## src/rtl/pdm_sd_modulator.sv

```systemverilog
// Generic register FIFO; head entry is always presented on rd_dat.
// Latency: a pushed entry is visible to the reader on the following cycle.
// Backpressure: writes are ignored while full, reads ignored while empty.
module sync_fifo #(
  parameter int W     = 16,
  parameter int DEPTH = 2
) (
  input  logic         clk,
  input  logic         rst_n,
  input  logic         wr_en,
  input  logic [W-1:0] wr_dat,
  input  logic         rd_en,
  output logic [W-1:0] rd_dat,
  output logic         full,
  output logic         empty
);
  localparam int AW = (DEPTH > 1) ? $clog2(DEPTH) : 1;
  localparam logic [AW:0] FULL_CNT = (AW + 1)'(DEPTH);

  logic [W-1:0]  mem [DEPTH];
  logic [AW-1:0] wr_ptr;
  logic [AW-1:0] rd_ptr;
  logic [AW:0]   count;
  logic          do_wr;
  logic          do_rd;

  assign full   = (count == FULL_CNT);
  assign empty  = (count == '0);
  assign rd_dat = mem[rd_ptr];
  assign do_wr  = wr_en && !full;
  assign do_rd  = rd_en && !empty;

  always_ff @(posedge clk) begin
    if (!rst_n) begin
      wr_ptr <= '0;
      rd_ptr <= '0;
      count  <= '0;
    end else begin
      if (do_wr) begin
        mem[wr_ptr] <= wr_dat;
        wr_ptr      <= wr_ptr + 1'b1;
      end
      if (do_rd) rd_ptr <= rd_ptr + 1'b1;
      case ({do_wr, do_rd})
        2'b10:   count <= count + 1'b1;
        2'b01:   count <= count - 1'b1;
        default: count <= count;
      endcase
    end
  end
endmodule

// First-order sigma-delta PDM modulator: 16-bit PCM in, one PDM bit per clk, each sample held HOLD clocks.
// Latency: a sample accepted at edge t first shapes pdm_out after edge t+3.
// Backpressure: pcm_in_ready = !full of a 2-entry FIFO; the bit stream itself never stalls.
module pdm_sd_modulator #(
  parameter int HOLD = 64
) (
  input  logic        clk,
  input  logic        rst_n,
  input  logic [15:0] pcm_in,
  input  logic        pcm_in_valid,
  output logic        pcm_in_ready,
  output logic        pdm_out,
  output logic        busy,
  output logic        underrun
);
  localparam int CW = $clog2(HOLD);
  localparam logic [CW-1:0] LAST = CW'(HOLD - 1);
  localparam logic signed [17:0] FB_POS = 18'sd32768;
  localparam logic signed [17:0] FB_NEG = -18'sd32768;

  typedef enum logic {IDLE = 1'b0, RUN = 1'b1} state_t;

  state_t             state;
  state_t             state_nxt;
  logic               fifo_full;
  logic               fifo_empty;
  logic [15:0]        fifo_dat;
  logic               pop;
  logic               underrun_nxt;
  logic               hold_end;
  logic [CW-1:0]      hold_cnt;
  logic signed [15:0] x_cur;
  logic signed [17:0] acc;
  logic signed [17:0] x_ext;
  logic signed [17:0] fb;
  logic               pdm_bit;

  assign pcm_in_ready = !fifo_full;

  sync_fifo #(.W(16), .DEPTH(2)) u_fifo (
    .clk    (clk),
    .rst_n  (rst_n),
    .wr_en  (pcm_in_valid && pcm_in_ready),
    .wr_dat (pcm_in),
    .rd_en  (pop),
    .rd_dat (fifo_dat),
    .full   (fifo_full),
    .empty  (fifo_empty)
  );

  assign hold_end = (hold_cnt == LAST);

  always_ff @(posedge clk) begin
    if (!rst_n) state <= IDLE;
    else        state <= state_nxt;
  end

  always_comb begin
    state_nxt = state;
    case (state)
      IDLE:    if (!fifo_empty) state_nxt = RUN;
      RUN:     if (hold_end && fifo_empty) state_nxt = IDLE;
      default: state_nxt = IDLE;
    endcase
  end

  always_comb begin
    pop          = 1'b0;
    underrun_nxt = 1'b0;
    case (state)
      IDLE: pop = !fifo_empty;
      RUN: begin
        pop          = hold_end && !fifo_empty;
        underrun_nxt = hold_end && fifo_empty;
      end
      default: ;
    endcase
  end

  // Feedback is +/- full scale; the loop integrator carries over between samples and through IDLE.
  assign pdm_bit = !acc[17];
  assign x_ext   = {{2{x_cur[15]}}, x_cur};
  assign fb      = pdm_bit ? FB_POS : FB_NEG;

  always_ff @(posedge clk) begin
    if (!rst_n) begin
      acc      <= '0;
      x_cur    <= '0;
      hold_cnt <= '0;
      pdm_out  <= 1'b0;
      busy     <= 1'b0;
      underrun <= 1'b0;
    end else begin
      pdm_out  <= pdm_bit;
      acc      <= acc + x_ext - fb;
      busy     <= (state_nxt == RUN);
      underrun <= underrun_nxt;
      if (pop) begin
        x_cur    <= fifo_dat;
        hold_cnt <= '0;
      end else if (state == RUN) begin
        hold_cnt <= hold_cnt + 1'b1;
        if (underrun_nxt) x_cur <= '0;
      end
    end
  end
endmodule

```

## config.mk

```make
export PLATFORM = sky130hd
export DESIGN_NAME = pdm_sd_modulator
export DESIGN_NICKNAME = d
export VERILOG_FILES = /design/src/rtl/pdm_sd_modulator.sv
export SDC_FILE = /design/constraint.sdc
export NUM_CORES = 1
export LEC_CHECK = 0
export ABC_AREA = 1
export CELL_PAD_IN_SITES_DETAIL_PLACEMENT = 1
export CELL_PAD_IN_SITES_GLOBAL_PLACEMENT = 1
export CORE_ASPECT_RATIO = 1.2
export CORE_MARGIN = 2
export CORE_UTILIZATION = 30
export CTS_BUF_LIST = sky130_fd_sc_hd__clkbuf_4 sky130_fd_sc_hd__clkbuf_8
export DETAILED_ROUTE_END_ITERATION = 6
export MAX_ROUTING_LAYER = met4
export PLACE_DENSITY_LB_ADDON = 0.12
export REMOVE_ABC_BUFFERS = 1
export SLEW_MARGIN = 25
export SYNTH_ARGS = -nofsm -noshare
export SYNTH_HDL_FRONTEND = slang
export SYNTH_SLANG_ARGS = --single-unit
```

## constraint.sdc

```tcl
create_clock -name clk -period 3.3 [get_ports clk]
set_clock_uncertainty 0.1 [all_clocks]
set_input_delay 0.66 -clock clk [delete_from_list [all_inputs] [get_ports clk]]
set_output_delay 0.66 -clock clk [all_outputs]
set_load 0.05 [all_outputs]
```

* After elaboration in Yosys (flattened, before gate mapping)
Memory sizes are Yosys's and may differ from the RTL's. A register that Yosys moved wholly into a read port is not among the register bits. Index checks and enable logic that the tools add are counted.
Storage, ports and cells: output and inout bits 4, register bits 47, memory bits (writable) 32, word-level logic and storage cells 52, input bits 19, memories 1
Operators by class: add/sub/neg operators 7, bitwise gates (word level) 2, eq/ne operators 4, mux-type cells 15, reduce and logical (&&, ||, !) cells 14
Memory list:
- u_fifo.mem | depth 2, bits a word 16, read ports 1, clocked after Yosys merged registers in 1, write ports 1, RTL line 20 | logic [W-1:0] mem [DEPTH];
Operators by type and width (number):
- $mux 16 | 3
- $add 18x16->18 | 1
- $mux 18 | 1
- $sub 18x18->18 | 1
- $mux 1 | 8
- $add 6x1->6 const B | 1
- $eq 6x6->1 const B | 1
- $reduce_bool 2->1 | 3
- $logic_and 1x1->1 | 5
- $eq 2x2->1 const B | 2
- $pmux 1 s2 | 2
- $pmux 2 s2 | 1
- $logic_not 1->1 | 3
- $add 1x1->1 const B | 2
- $add 2x1->2 const B | 1
- $eq 2x1->1 const B | 1
- $logic_not 2->1 | 1
- $not 1->1 | 2
- $reduce_and 2->1 | 1
- $reduce_or 2->1 | 1
- $sub 2x1->2 const B | 1

* Longest topological paths before layout
word-level depth 7, depth in mapped cells 14, depth with buffers taken out 14

* Modules after synthesis
Synthesis repeated with hierarchy kept, for this count alone.
Unflattened totals: cells, all modules 488, area total of the unflattened synthesis 4160.2 sq um
Modules (own cells, without submodules):
- pdm_sd_modulator | area an instance 2743.9 sq um, instances 1, cells an instance 399, seq. area each 860.8 sq um
- sync_fifo | area an instance 1416.4 sq um, instances 1, cells an instance 89, seq. area each 1061.0 sq um

* Least setup slack after synthesis
No wires, ideal clock.
kind reg2reg, from register u_fifo.count[0], to memory u_fifo.mem[1][0], enable pin, arrival time 2.163 ns, path buffers 0, required time 2.791 ns, path slack 0.628 ns, cell stages (with the launch flop) 5, path through dfxtp_1 inv_1 nand2_1 nand2_1 nor3_1
Between the ends: word-level cells in the longest chain between the ends 7
RTL lines:
- start: declaration | RTL line 23 | logic [AW:0] count;
- start signal: assignment | RTL line 45 | 2'b10: count <= count + 1'b1;
- start signal: assignment | RTL line 46 | 2'b01: count <= count - 1'b1;
- start signal: assignment | RTL line 47 | default: count <= count;
- $eq 2x2->1 (*) | RTL line 27 | assign full = (count == FULL_CNT);
- $logic_not 1->1 (*) | RTL line 90 | assign pcm_in_ready = !fifo_full;
- net pcm_in_ready | RTL line 63 | output logic pcm_in_ready,
- $logic_and 1x1->1 | RTL line 95 | .wr_en (pcm_in_valid && pcm_in_ready),
- $logic_and 1x1->1 (*) | RTL line 30 | assign do_wr = wr_en && !full;
- $mux 1 (*) | RTL line 39 | if (do_wr) begin
- $mux 1 (*) | RTL line 34 | if (!rst_n) begin
- $mux 1 (implied by the code) (*) | RTL line 40 | mem[wr_ptr] <= wr_dat;
- end: declaration | RTL line 20
The timed path passes the listed nets; every way through them passes the cells marked *.

* Worst setup path in the final report
from register busy, to output busy
RTL lines:
- start: declaration | RTL line 65 | output logic busy,
- start signal: assignment | RTL line 148 | busy <= (state_nxt == RUN);
No word-level cell between the ends.

==> impl_metrics.py <==
metrics = {
    "status": {
        "outcome": "complete, no violations",
    },
    "worst_setup_path": {
        "critPathRequiredTime_ns": 2.54,
        "path_class": "reg2out",
        "critPathBufInv": 1,
        "cp_max_fo": 10,
        "slowest_delay_ns": 0.90,
        "worstPathCellList": "clkdlybuf4s50_1",
        "cp-end-kind": "output pin",
        "startpoint_type": "flip-flop",
        "crit_family": "buffers and inverters",
        "critPathSlowestCell": "clkdlybuf4s50_1",
        "crit_arrival_ns": 1.86,
    },
    "timing": {
        "timing.slew.headroom_pct": 51.3,
        "finalSetupTns_ns": 0,
        "worst_slew_pin_slew_ns": 0.729,
        "fin_crit_sh_pct": 79.5,
        "timing.final.max_slew_violations": 0,
        "final-setup-viol-count": 0,
        "grt_setup_unrepaired": "false",
        "hold_violations": 0,
        "achievable-frequency_mhz": 381,
        "period_minus_slack_ns": 2.62,
    },
    "floorplan": {
        "row_count": 46,
        "initial_core_util_pct": 30.7,
        "dieArea_um2": 14500,
        "dieWidth_um": 110,
        "dieHeight_um": 131,
        "pin_count": 23,
        "core_region_area_um2": 13200,
    },
    "grt": {
        "met1_usage_pct": 17.0,
        "antenna_found_initial": 0,
        "grtUsageMet2_pct": 21.3,
        "grt_pass1_wl_um": 14700,
        "grt_busiest_layer": "met2",
        "use_met3_pct": 2.48,
        "grt_overflow": 0,
        "grt_use_total_pct": 13.3,
        "grt_pass1_vias": 3128,
        "grt_max_degree": 23,
    },
    "logic_synthesis": {
        "yosysUniqueCellTypes": 28,
        "yosys_warnings": 0,
        "netlist_area_um2": 4060,
        "ys_ff_latch": 80,
        "yosysSeqAreaShare_pct": 47.3,
        "synth_cells": 464,
        "avgSynthCellArea_um2": 8.75,
    },
    "clock_tree": {
        "cts_tree": "done",
        "clk_pin_slew_ns": 0.09,
        "numCtsBuffers": 9,
        "cts.sinks": 80,
        "clockRootBuffer": "clkbuf_8",
        "clk_latency_ns": 0.34,
        "htreeDepth": 3,
        "cts_setup_buffers": 0,
        "cts_hold_buf": 0,
        "cts_max_path_buffers": 2,
        "cts-resized-gates": 0,
    },
    "flow_run": {
        "maxCapViolations": 0,
    },
    "cells_and_area": {
        "area_delta_synth_final_pct": 14.5,
        "layout.nets": 545,
        "drive_above_1_share_pct": 9.09,
        "num_antenna_cells": 0,
    },
    "detailed_routing": {
        "post-route-drc-count": 0,
        "postRouteAntennaNets": 0,
        "drt_iter0_markers": 85,
        "dr.pass1.iters": 4,
        "drt_wl_total_um": 8540,
        "avgViaCountPerCell": 4.38,
        "wire_per_inst_um": 12.9,
        "vias": 2907,
    },
    "place": {
        "dpl.hpwl_um": 6420,
        "port-buffer-count": 22,
        "gp_congestion": 0.732,
    },
    "min_path": {
        "hold_path_class": "reg2reg",
    },
}
==> layout make-up <==
| type | instances | area [um^2] |
|---|---|---|
| well taps | 168 | 210 |
| inverters | 79 | 297 |
| clock inverters | 6 | 67.6 |
| repair buffers | 26 | 250 |
| flip-flops and latches | 80 | 1920 |
| fillers | 1580 | 8590 |
| multi-input cells | 294 | 1770 |
| clock buffers | 10 | 131 |
==> cells by family after synthesis <==
kind of cell	Yosys count	synth area share, %
and+or+nand+nor	165	16.6
buffers and inverters	90	9.15
DFF	80	47.3
AOI/OAI and AO/OA	70	9.68
adders and majority gates	36	11.3
muxes	16	4.44
xor gates and xnor gates	7	1.51
==> worst register-to-register path, delay by kind of cell (launching register included) <==
kind                       cells  cell delay [ns]
DFF                            1             0.36
buffers and inverters          1             0.08
adders and majority gates      2             0.54
AOI/OAI and AO/OA              3             0.72
and+or+nand+nor                4             0.44
==> path summary, 6_finish.rpt <==
path	startpoint	end	slack, ns	cells after the start
min	acc[17]	pdm_out	0.37	1
max	busy	busy	0.68	1
min reg2reg	acc[17]	pdm_out	0.37	1
max reg2reg	hold_cnt[0]	u_fifo.count[1]	0.99	10
==> placed cells by master (no fill, tap or decap), types with 2 or more instances in the layout <==
cell type / instances
o21ai_0: 14
nor2_1: 42
a21oi_1: 48
clkdlybuf4s50_1: 22
clkbuf_8: 9
xnor2_1: 2
dfxtp_1: 48
nand3_1: 14
nand2_1: 101
inv_6: 2
clkinvlp_4: 2
buf_4: 4
ha_1: 35
a21oi_2: 2
o21ai_2: 2
nor4_1: 2
xor2_1: 5
inv_1: 79
edfxtp_1: 32
mux2_2: 16
a21o_1: 2
==> cell usage after synthesis (all sizes together) <==
master	number	area [um^2]
a21o	2	15.0
xnor2	2	17.5
nand3	14	70.1
nand3b	1	20.0
ha	35	438
nor4	2	12.5
inv	79	297
xor2	5	43.8
nand2	101	379
nor3	2	10.0
o21ai	17	104
clkbuf	3	11.3
or2	1	6.26
buf	8	63.8
nand4	1	6.26
nor2	43	169
fa	1	20.0
edfxtp	32	961
mux2	16	180
dfxtp	48	961
a21oi	51	274
==> through the flow <==
step | instance area, um^2 | setup WS (ns) | utilization (%) | hold slack, ns | std cells
2_1_floorplan | 3980 | 0.628 | - | 0.326 | 453
3_3_place_gp | 4450 | 0.966 | 33.6 | 0.338 | 647
3_5_place_dp | 4450 | 0.933 | 33.6 | 0.351 | 647
4_1_cts | 4650 | 0.644 | 35.1 | 0.370 | 663
5_1_grt | 4650 | 0.580 | 35.1 | 0.385 | 663
6_report | 4650 | 0.677 | 35.1 | 0.366 | 663
==> routing by layer <==
metal / share of wire (%) / up-vias
met5: 0 / -
met4: 1.0 / 0
met3: 1.7 / 4
met2: 48 / 16
met1: 49 / 1336
li1: - / 1551
==> sequential cells by signal (all words and copies together) (netlist names), named ones only <==
name,cells
acc,18
busy,1
hold_cnt,6
pdm_out,1
u_fifo.count,2
u_fifo.mem,32
u_fifo.rd_ptr,1
u_fifo.wr_ptr,1
underrun,1
x_cur,16
Power is left out: the tool's default activity adds up to more than one toggle a clock period on the data nets, which glitch-free logic cannot reach.
